`src/rtl/pixel_stream_pkg.sv`:
```
// Shared timing defaults, FSM state type and pattern helper
// for the pixel stream source and its detector bench.
package pixel_stream_pkg;

    localparam int DEF_DATA_W   = 8;
    localparam int DEF_H_ACTIVE = 800;
    localparam int DEF_H_TOTAL  = 900;
    localparam int DEF_V_ACTIVE = 600;
    localparam int DEF_V_TOTAL  = 700;

    localparam int CNT_W  = 10;
    localparam int ADDR_W = 19;

    typedef enum logic {
        ST_IDLE = 1'b0,
        ST_SCAN = 1'b1
    } state_t;

    function automatic logic [7:0] pattern_pix(
        input logic [CNT_W-1:0] row,
        input logic [CNT_W-1:0] col
    );
        return row[7:0] ^ col[7:0];
    endfunction

endpackage

```
`src/rtl/raster_counter.sv`:
```
// Horizontal/vertical raster position counters.
// h runs 0..H_TOTAL-1, v advances on each h wrap.
module raster_counter
    import pixel_stream_pkg::*;
#(
    parameter int H_TOTAL = DEF_H_TOTAL,
    parameter int V_TOTAL = DEF_V_TOTAL
) (
    input  logic             clock,
    input  logic             reset,
    input  logic             enable,
    output logic [CNT_W-1:0] h,
    output logic [CNT_W-1:0] v,
    output logic             h_wrap,
    output logic             v_wrap
);

    localparam logic [CNT_W-1:0] H_LAST = CNT_W'(H_TOTAL - 1);
    localparam logic [CNT_W-1:0] V_LAST = CNT_W'(V_TOTAL - 1);

    assign h_wrap = (h == H_LAST);
    assign v_wrap = (v == V_LAST);

    // Advance the raster; both counters return to 0 at frame end.
    always_ff @(posedge clock) begin
        if (reset) begin
            h <= '0;
            v <= '0;
        end else if (enable) begin
            if (h_wrap) begin
                h <= '0;
                if (v_wrap) v <= '0;
                else        v <= v + 1'b1;
            end else begin
                h <= h + 1'b1;
            end
        end
    end

endmodule

```
`src/rtl/pixel_stream_source.sv`:
```
// Raster-scanned pixel source reading a linear frame buffer.
// Optional TEST_PATTERN_EN adds a pattern_en input (col^row pixels).
module pixel_stream_source
    import pixel_stream_pkg::*;
#(
    parameter int DATA_W   = DEF_DATA_W,
    parameter int H_ACTIVE = DEF_H_ACTIVE,
    parameter int H_TOTAL  = DEF_H_TOTAL,
    parameter int V_ACTIVE = DEF_V_ACTIVE,
    parameter int V_TOTAL  = DEF_V_TOTAL
) (
    input  logic              clock,
    input  logic              reset,
    input  logic              start,
    input  logic              continuous,
`ifdef TEST_PATTERN_EN
    input  logic              pattern_en,
`endif
    output logic              mem_rd,
    output logic [ADDR_W-1:0] mem_addr,
    input  logic [DATA_W-1:0] mem_data,
    output logic [DATA_W-1:0] dout,
    output logic              validout,
    output logic [CNT_W-1:0]  rowcount,
    output logic [CNT_W-1:0]  colcount,
    output logic              frame_start,
    output logic              frame_done,
    output logic              busy
);

    localparam logic [CNT_W-1:0] H_ACT = CNT_W'(H_ACTIVE);
    localparam logic [CNT_W-1:0] V_ACT = CNT_W'(V_ACTIVE);

    state_t state;
    state_t state_nxt;

    logic [CNT_W-1:0]  h;
    logic [CNT_W-1:0]  v;
    logic              h_wrap;
    logic              v_wrap;
    logic              scan;
    logic              active;
    logic              frame_end;
    logic              stage_q;
    logic [DATA_W-1:0] dout_q;
    logic [DATA_W-1:0] src;

    assign scan      = (state == ST_SCAN);
    assign active    = scan && (h < H_ACT) && (v < V_ACT);
    assign frame_end = scan && h_wrap && v_wrap;

    raster_counter #(
        .H_TOTAL (H_TOTAL),
        .V_TOTAL (V_TOTAL)
    ) u_raster (
        .clock  (clock),
        .reset  (reset),
        .enable (scan),
        .h      (h),
        .v      (v),
        .h_wrap (h_wrap),
        .v_wrap (v_wrap)
    );

    // FSM state register.
    always_ff @(posedge clock) begin
        if (reset) state <= ST_IDLE;
        else       state <= state_nxt;
    end

    // Start opens a frame; frame end closes it unless continuous.
    always_comb begin
        state_nxt = state;
        unique case (state)
            ST_IDLE: if (start) state_nxt = ST_SCAN;
            ST_SCAN: if (frame_end && !continuous) state_nxt = ST_IDLE;
            default: state_nxt = ST_IDLE;
        endcase
    end

    // Linear read address: steps per active pixel, clears at frame wrap.
    always_ff @(posedge clock) begin
        if (reset || !scan || frame_end) mem_addr <= '0;
        else if (active)                 mem_addr <= mem_addr + 1'b1;
    end

`ifdef TEST_PATTERN_EN
    assign mem_rd = active && !pattern_en;
    assign src    = pattern_en
                  ? DATA_W'(pattern_pix(rowcount, colcount))
                  : mem_data;
`else
    assign mem_rd = active;
    assign src    = mem_data;
`endif

    // Read data lands with the registered stage; blanking holds it.
    assign dout = validout ? src : dout_q;
    assign busy = scan || stage_q;

    // Output stage: position and status one cycle behind the counters.
    always_ff @(posedge clock) begin
        if (reset) begin
            validout    <= 1'b0;
            rowcount    <= '0;
            colcount    <= '0;
            frame_start <= 1'b0;
            frame_done  <= 1'b0;
            stage_q     <= 1'b0;
            dout_q      <= '0;
        end else begin
            validout    <= active;
            frame_start <= scan && (h == '0) && (v == '0);
            frame_done  <= frame_end;
            stage_q     <= scan;
            dout_q      <= dout;
            if (scan) begin
                rowcount <= v;
                colcount <= h;
            end
        end
    end

endmodule

```
`config.mk`:
```
export PLATFORM = sky130hd
export DESIGN_NAME = pixel_stream_source
export DESIGN_NICKNAME = d
export VERILOG_FILES = /design/src/rtl/pixel_stream_pkg.sv /design/src/rtl/raster_counter.sv /design/src/rtl/pixel_stream_source.sv
export SDC_FILE = /design/constraint.sdc
export NUM_CORES = 1
export LEC_CHECK = 0
export CELL_PAD_IN_SITES_DETAIL_PLACEMENT = 1
export CELL_PAD_IN_SITES_GLOBAL_PLACEMENT = 2
export CORE_MARGIN = 1.5
export CORE_UTILIZATION = 31
export DETAILED_ROUTE_END_ITERATION = 6
export PLACE_DENSITY_LB_ADDON = 0.3
export SLEW_MARGIN = 25
export SYNTH_ARGS = -nofsm -noshare
export SYNTH_HDL_FRONTEND = slang
export SYNTH_SLANG_ARGS = --single-unit
```
`constraint.sdc`:
```
create_clock -name clock -period 2.45 [get_ports clock]
set_clock_uncertainty 0.1 [all_clocks]
set_input_delay 0.3675 -clock clock [delete_from_list [all_inputs] [get_ports clock]]
set_output_delay 0.3675 -clock clock [all_outputs]
set_load 0.01 [all_outputs]
```
==> results.yml <==
worst_setup_path:
  crit_required_ns: 2.59
  endpoint_kind: "flop"
  arrival_ns: 2.52
  crit_fanout: 19
  cp-start-kind: "flop"
  reg2reg_slack_ns: 0.08
  rr_worst_depth: 6
  critPathKind: "flop to flop"
status:
  outcome: "completed"
timing:
  finalMaxSlewViolations: 0
  clock.fmax_ghz: 0.421
  rsz0062_at_grt: "no"
  finalCritPeriodShare_pct: 96.9
  setup_viol: 0
  hold_viol_final: 0
  worst_pin_slew_ns: 0.532
  max_slew_margin_pct: 64.4
  setup_tns_ns: 0
  fin_crit_ns: 2.37
grt:
  grt_overflow: 0
  grt_pass1_vias: 2450
  grt_pass1_wl_mm: 12.6
  grt_max_degree: 28
  track_usage_pct: 15.6
  grt_antenna_before_repair: 0
yosys:
  post_synth_fa_ha_maj_area_fraction_pct: 2.03
  synth.cell_area_sq_um: 3080
  synth-seq-cells: 72
  synthXorXnorAreaFrac_pct: 9.96
  synth_ff_type: "dfxtp_1"
  synth_top_family_by_area: "simple AND/OR/NAND/NOR gates"
  async_flop_share_pct: 0
  synth_cell_type_count: 37
  syn_nets: 350
  yosys.area_share.simple_pct: 25.5
  muxShareOfSynthArea_pct: 9.11
  yosysSeqAreaShare_pct: 46.8
  yosysWarnings: 0
  synth_compound_area_share_pct: 2.20
  avgSynthCellArea_sq_um: 9.24
  synth_edf_count: 0
  syn_inst: 333
power:
  p_per_area_nw_per_um2: 607
  peakVddDrop_mv: 0.320
  power.leakage_nw: 1.50
route:
  drc: 0
  drt_iter0_drc: 56
  vias: 2524
  first_pass_iters: 4
  viasPerCell: 4.70
  detail_route.wl_per_cell_um: 14.3
  totalWireLength_mm: 7.68
  drtAntennaViolNets: 0
clock_tree:
  cts_tree: "done"
  htreeDepth: 3
  cts_made_buffers: 9
  clock-sinks: 72
  cts-root-buf: "clkbuf_8"
  insertion_delay_ns: 0.35
  clk_pin_slew_ns: 0.07
  clock_path_buffers: 2
die:
  io_pins: 64
  die_x_um: 103
  core.rowCount: 36
  coreArea_sq_um: 9680
  initial_core_util_pct: 31.8
  fp.dieArea_sq_um: 10500
  dieHeight_um: 103
placed_design:
  port_buffers: 63
  placed_cells: 522
  gp_congestion: 0.748
  place_hpwl_mm: 5.41
cells_and_area:
  nets: 417
  drive_above_1_share_pct: 12.1
  syn_to_final_growth_pct: 34.4
  fin_cells: 537
  diodes: 0
  fillCellCount: 1152
hold_path:
  hold_path.class: "flop to flop"
  hold_depth: 2
run:
  maxCapViolCount: 0
## layout make-up
class	instances	area (sq um)	area share, %
inverters	10	37.5	0.908
clock buffers	10	138	3.33
well taps	133	166	4.03
multi-input cells	232	1500	36.3
clock inverters	5	105	2.54
repair buffers	75	744	18.0
flip-flops and latches	72	1440	34.9
## report_power, final
part | internal, mW | total, mW | switching, mW
clock | 0.698 | 1.16 | 0.459
combinational | 0.0821 | 0.159 | 0.0765
sequential | 1.18 | 1.19 | 0.0110
## through the flow
step | power, mW | instance area (sq um) | hold WS [ns] | utilization, % | worst slack, ns
3_3_place_gp | 1.38 | 3890 | 0.371 | 40.2 | 0.184
6_report | 2.51 | 4130 | 0.394 | 42.7 | 0.0753
4_1_cts | 2.55 | 4130 | 0.403 | 42.7 | 0.0651
5_1_grt | 2.61 | 4130 | 0.426 | 42.7 | 0.0292
2_1_floorplan | 1.31 | 3080 | 0.377 | - | 0.230
3_5_place_dp | 1.38 | 3890 | 0.384 | 40.2 | 0.143
## cells by family (layout without fill, tap and decap cells)
kind of cell / Yosys count / in the layout
AOI/OAI and AO/OA: 11 / 11
xor gates and xnor gates: 35 / 35
adders and majority gates: 5 / 5
buffers and inverters: 29 / 100
DFF: 72 / 72
muxes: 27 / 27
and+or+nand+nor: 154 / 154
## state kept, by name, summed over array words and instances (netlist names), 8 cells and up
| register | flops |
|---|---|
| dout_q | 8 |
| rowcount | 10 |
| u_raster.h | 10 |
| mem_addr | 19 |
| u_raster.v | 10 |
| colcount | 10 |
## path summary, 6_finish.rpt
path / start / endpoint
min reg2reg: colcount[5] / colcount[5]
max: u_raster.h[2] / mem_addr[3]
min: colcount[5] / colcount[5]
max reg2reg: u_raster.h[2] / mem_addr[3]
## Yosys cell counts (2+ instances only)
library cell	n	share of area (%)
a21oi_1	6	0.98
nand3_1	17	2.8
nor2b_1	8	1.6
xor2_1	15	4.3
mux2_2	8	2.9
xnor2_1	20	5.7
mux2i_1	19	6.2
nor2_1	53	6.5
nor3_1	10	1.6
ha_1	5	2.0
dfxtp_1	72	47
nor4_1	8	1.6
and3_1	8	1.6
clkbuf_1	15	1.8
nand2_1	19	2.3
and4_1	3	0.85
nand4_1	8	1.6
nor2_2	10	2.0
nand2b_1	2	0.41
inv_1	10	1.2
## critical path, cell delays in order, from the launching register on
cell	delay, ns
dfxtp_1	0.35
or4_4	0.57
or3_4	0.41
nor4_4	0.36
nand2b_1	0.23
buf_12	0.19
nor2_1	0.06
## cells in the final DEF, fill, tap and decap left out
cell / n
or2_2: 1
inv_1: 10
or4_4: 1
mux2i_1: 19
o21a_1: 1
nor2b_1: 8
ha_1: 5
and2_1: 1
mux2_2: 8
nor3b_1: 1
a21o_1: 1
nor4_4: 1
or3_1: 1
clkinvlp_4: 2
or4_1: 1
xnor2_1: 20
clkbuf_8: 10
or3_4: 1
nand2_1: 19
nor2_1: 53
o21ai_0: 1
xor2_1: 15
buf_4: 10
nand4_1: 8
bufinv_16: 3
nand3_1: 17
and3_1: 8
and4_1: 3
nor2_2: 10
dfxtp_1: 72
nand2b_1: 2
dlygate4sd2_1: 1
nor4_1: 8
o311ai_1: 1
nor3_1: 10
buf_12: 2
o2111ai_1: 1
a21oi_1: 6
clkdlybuf4s50_1: 62
## timing repair
item,4_1_cts,5_1_grt
hold buffers,0,0
gates resized for setup,2,0
setup endpoints to repair,1,0
buffers inserted,0,0
## routing by layer
| layer | vias to the layer above | track usage (%) | wire length (um) |
|---|---|---|---|
| li1 | 1246 | - | - |
| met1 | 1232 | 20.0 | 3620 |
| met2 | 37 | 25.3 | 3740 |
| met3 | 9 | 4.27 | 233 |
| met4 | 0 | 5.37 | 94 |
| met5 | - | 0 | 0 |
Note: power is estimated with default switching activity, not from simulation.
